## src/rtl/interp_stepper.sv

```systemverilog
// Regenerates X_DISPLACEMENT interpolated samples base + k*delta per accepted segment as a valid/ready stream.
// Latency: first sample valid the cycle after acceptance; one sample per beat, back-to-back segments with no bubble.
// Backpressure: out_ready low holds every output and the accumulator; seg_ready rises only in IDLE or on the accepted last beat.
module interp_stepper #(
    parameter int X_DISPLACEMENT = 16,
    parameter int DSIZE          = 16,
    parameter int DT_I           = 8,
    parameter int DT_D           = 4
) (
    input  logic                   clock,
    input  logic                   rst_n,
    input  logic                   seg_valid,
    output logic                   seg_ready,
    input  logic [DSIZE-1:0]       y_base,
    input  logic [DT_I+DT_D-1:0]   delta,
    output logic                   out_valid,
    input  logic                   out_ready,
    output logic [DSIZE-1:0]       out_data,
    output logic                   out_last,
    output logic                   out_sat
);

    localparam int AW = DSIZE + DT_D;
    localparam int DW = DT_I + DT_D;
    localparam int CW = (X_DISPLACEMENT > 1) ? $clog2(X_DISPLACEMENT) : 1;
    localparam logic [CW-1:0] LAST_K = CW'(X_DISPLACEMENT - 1);

    typedef enum logic {
        ST_IDLE = 1'b0,
        ST_RUN  = 1'b1
    } state_t;

    state_t          r_state;
    logic [AW-1:0]   r_acc;
    logic [DW-1:0]   r_dreg;
    logic [CW-1:0]   r_cnt;
    logic            r_sat;

    logic            w_run;
    logic            w_last;
    logic            w_beat;
    logic            w_load;
    logic [AW:0]     w_sum;

    assign w_run  = (r_state == ST_RUN);
    assign w_last = w_run && (r_cnt == LAST_K);
    assign w_beat = w_run && out_ready;

    // Accepting a segment on the last beat keeps the pipeline full; seg_valid never feeds seg_ready.
    assign seg_ready = !w_run || (w_last && out_ready);
    assign w_load    = seg_valid && seg_ready;

    // One extra bit so the carry-out flags overflow of the DSIZE.DT_D accumulator.
    assign w_sum = {1'b0, r_acc} + {{(AW + 1 - DW){1'b0}}, r_dreg};

    always_ff @(posedge clock or negedge rst_n) begin
        if (!rst_n) begin
            r_state <= ST_IDLE;
            r_acc   <= '0;
            r_dreg  <= '0;
            r_cnt   <= '0;
            r_sat   <= 1'b0;
        end else if (w_load) begin
            r_state <= ST_RUN;
            r_acc   <= {y_base, {DT_D{1'b0}}};
            r_dreg  <= delta;
            r_cnt   <= '0;
            r_sat   <= 1'b0;
        end else if (w_beat) begin
            if (w_last) begin
                r_state <= ST_IDLE;
            end else begin
                r_cnt <= r_cnt + 1'b1;
                if (w_sum[AW] || r_sat) begin
                    r_acc <= '1;
                    r_sat <= 1'b1;
                end else begin
                    r_acc <= w_sum[AW-1:0];
                end
            end
        end
    end

    assign out_valid = w_run;
    assign out_last  = w_last;
    assign out_sat   = w_run && r_sat;

    always_comb begin
        out_data = '0;
        if (w_run) begin
            out_data = r_sat ? {DSIZE{1'b1}} : r_acc[DT_D +: DSIZE];
        end
    end

endmodule

```

## config.mk

```make
export PLATFORM = sky130hd
export DESIGN_NAME = interp_stepper
export DESIGN_NICKNAME = d
export VERILOG_FILES = /design/src/rtl/interp_stepper.sv
export SDC_FILE = /design/constraint.sdc
export NUM_CORES = 1
export LEC_CHECK = 0
export ABC_AREA = 0
export CAP_MARGIN = 40
export CELL_PAD_IN_SITES_DETAIL_PLACEMENT = 2
export CELL_PAD_IN_SITES_GLOBAL_PLACEMENT = 2
export CORE_ASPECT_RATIO = 0.5
export CORE_MARGIN = 10
export CORE_UTILIZATION = 30
export DETAILED_ROUTE_END_ITERATION = 6
export PLACE_DENSITY_LB_ADDON = 0.1
export RECOVER_POWER = 25
export SYNTH_ARGS = -nofsm -noshare
export SYNTH_HDL_FRONTEND = slang
export SYNTH_SLANG_ARGS = --single-unit
```

## constraint.sdc

```tcl
create_clock -name clock -period 2.55 [get_ports clock]
set_input_delay 0.51 -clock clock [delete_from_list [all_inputs] [get_ports clock]]
set_output_delay 0.51 -clock clock [all_outputs]
set_load 0.03 [all_outputs]
```

==> impl_metrics.toml <==
[logic_synthesis]
synth_cells = 294
synth_area_leaders = "dfrtp_1 (38%), nand2_1 (9.2%), nor2_1 (7.1%)"
yosys.area.top_type = "dfrtp_1"
syn-cell-area_sq_um = 2480
async_flop_share = 1.00
ys_ff_latch = 38
avgSynthCellArea_sq_um = 8.44
synth_edf_count = 0
ys.flop_type = "dfrtp_1"
yosysWarnings = 0
synth.net_count = 340
yosysSeqAreaShare = 0.383
netlist.area_leader.share = 0.383
yosysUniqueCellTypes = 55

[clock_tree]
numCtsBuffers = 5
cts.clk_slew.worst_paths_ns = 0.07
htreeDepth = 2
clkLatencyLatePin_ns = 0.29
cts.sinks = 38
cts.hold.buffers_added = 0
clockRootBuffer = "clkbuf_16"
cts_buffer_depth = 2
cts_tree = "done"

[grt]
grt_max_degree = 28
antenna_found_initial = 0
grt_usage = 0.157
gr-total-overflow = 0
grt_pass1_vias = 2770
grt_pass1_wl_um = 15900

[layout]
area.growth.synth_to_final_pct = 39.5
antenna_cells = 0
final_common_cell = "nand2_1"
num-nets-final = 407
final_cell_mix = "nand2_1 (61), nor2_1 (46), dfrtp_1 (38)"
drive_above_1_share = 0.135

[placed_design]
preCtsSetupSlack_ns = -0.0818
dp_hpwl_um = 7360
gp_congestion = 0.836
numPortBuffers = 51

[die]
fp-row-count = 23
die_height_um = 84.3
die_w_um = 149
io_pins = 52
die_area_sq_um = 12500
core_area_sq_um = 8030
initial_core_util = 0.309

[timing]
finalWorstSetupSlack_ns = 0.0996
relSlewSlack = -0.0834
hold_viol_final = 0
rsz0062_at_grt = "no"
finClkSkew_ns = 0.00775
tightest_slew_ns = 1.63
final_max_slew_viol_count = 28
final-setup-viol-count = 0
clock.fmax_mhz = 408
worst_hold_slack_ns = 0.221
finalCritPeriodShare = 0.961
period_minus_slack_ns = 2.45

[critical_path]
crit_chain = "ha_1 > a21oi_1 > o211ai_2 > a21oi_4 > o31a_1 > a21oi_1 > o221a_2"
cp_max_fo = 6
critPathMaxStageDelay_ns = 0.43
crit_path_end_kind = "register"
critPathSlowestCell = "ha_1"
crit_family = "compound AO/OA/AOI/OAI gates"
critical_path_class = "reg -> reg"
critPathBufInv = 0
cp-start-kind = "register"
arrival_ns = 2.63
cpMostUsedCell = "a21oi_1"
cp.required_ns = 2.73

[drt]
routed_wl_um = 9800
drtIter0Drc = 136
route.detailed.drc = 0
vias = 2506
ant_nets = 0
via_per_inst = 5.29
wire_per_inst_um = 20.7
firstDrtPassIters = 4

[hold_path]
hold_class = "in -> async"

[power_and_ir_drop]
leakagePower_nw = 1.48
p_per_area_nw_per_um2 = 1650
peakVddDrop_uv = 442

[outcome]
status = "complete, but fails checks"
violations = "max-capacitance violations, max-slew violations"

[flow_run]
drv_cap = 1
-- Yosys cell counts (all sizes together), types with 4 or more instances --
| cell | instances |
|---|---|
| a211oi | 4 |
| a21o | 4 |
| a21oi | 20 |
| a31oi | 5 |
| clkbuf | 7 |
| dfrtp | 38 |
| ha | 13 |
| nand2 | 61 |
| nand3 | 5 |
| nand4 | 5 |
| nor2 | 47 |
| nor3 | 5 |
| o211ai | 4 |
| o21ai | 13 |
| o22ai | 8 |
| xnor2 | 5 |
| xor2 | 7 |
-- routing by layer --
metal  routed length (um)  global-route usage  share of wire  vias to the layer above
li1                     -                   -              -                     1200
met1                 4770               0.205           0.49                     1261
met2                 4570               0.259           0.47                       40
met3                  415              0.0391          0.042                        5
met4                   40              0.0268         0.0041                        0
met5                    0                   0              0                        -
-- cell type report --
type                    count  area, sq um
multi-input cells         243         1530
clock inverters             2         60.1
repair buffers             69          629
fillers                   889         4570
flip-flops and latches     38          951
clock buffers               6          139
well taps                 112          140
inverters                   4         15.0
-- cell families after synthesis --
family / synth area share
AO/OA/AOI/OAI: 0.233
flip-flops: 0.383
adder cells (fa/ha/maj): 0.0736
buffers and inverters: 0.0247
AND/OR/NAND/NOR: 0.239
XOR/XNOR: 0.0423
multiplexers: 0.00454
-- where the power goes --
part / internal [mW] / switching (mW)
registers: 0.893 / 0.351
logic: 1.45 / 2.16
clock network: 0.588 / 0.274
total: 2.93 / 2.78
-- stage by stage --
step | cells | setup TNS [ns] | cell area (sq um) | utilization | total power, mW
after floorplan | 294 | 0 | 2480 | - | 3.46
after global placement | 463 | 0 | 3210 | 0.400 | 4.55
after detailed placement | 464 | -0.115 | 3230 | 0.403 | 4.73
after CTS | 472 | 0 | 3430 | 0.428 | 5.60
after global routing | 474 | 0 | 3460 | 0.431 | 6.14
final | 474 | 0 | 3460 | 0.431 | 5.71
-- repair_timing --
action                                  CTS  global route
gates cloned                              0             1
buffers inserted                          0             1
pin swaps                                 3             6
gates resized for setup                  16             6
endpoints found under the setup margin   21            15
-- sequential cells by signal (all words and copies together), names as in the netlist --
register and flops:
r_sat 1, r_cnt 4, r_acc 20, r_dreg 12
out_valid 1
-- worst paths after layout --
| kind | slack, ns | cells after the start | startpoint | endpoint |
|---|---|---|---|---|
| worst max-delay path | 0.1 | 7 | r_acc[7]$_DFFE_PN0P_ | r_acc[15]$_DFFE_PN0P_ |
| worst min-delay path | 0.22 | 1 | rst_n | r_dreg[2]$_DFFE_PN0P_ |
| worst max register to register | 0.1 | 7 | r_acc[7]$_DFFE_PN0P_ | r_acc[15]$_DFFE_PN0P_ |
| worst min register to register | 0.48 | 2 | r_dreg[3]$_DFFE_PN0P_ | r_dreg[3]$_DFFE_PN0P_ |
| max in group asynchronous | 0.40 | 2 | rst_n | r_acc[18]$_DFFE_PN0P_ |
| min in group clock | 0.48 | 2 | r_dreg[3]$_DFFE_PN0P_ | r_dreg[3]$_DFFE_PN0P_ |
-- worst register-to-register path: stages (launching register included) --
cell,delay (ns)
dfrtp_1,0.42
ha_1,0.43
a21oi_1,0.38
o211ai_2,0.22
a21oi_4,0.32
o31a_1,0.24
a21oi_1,0.08
o221a_2,0.24
Power figures use the tool's default switching activity.
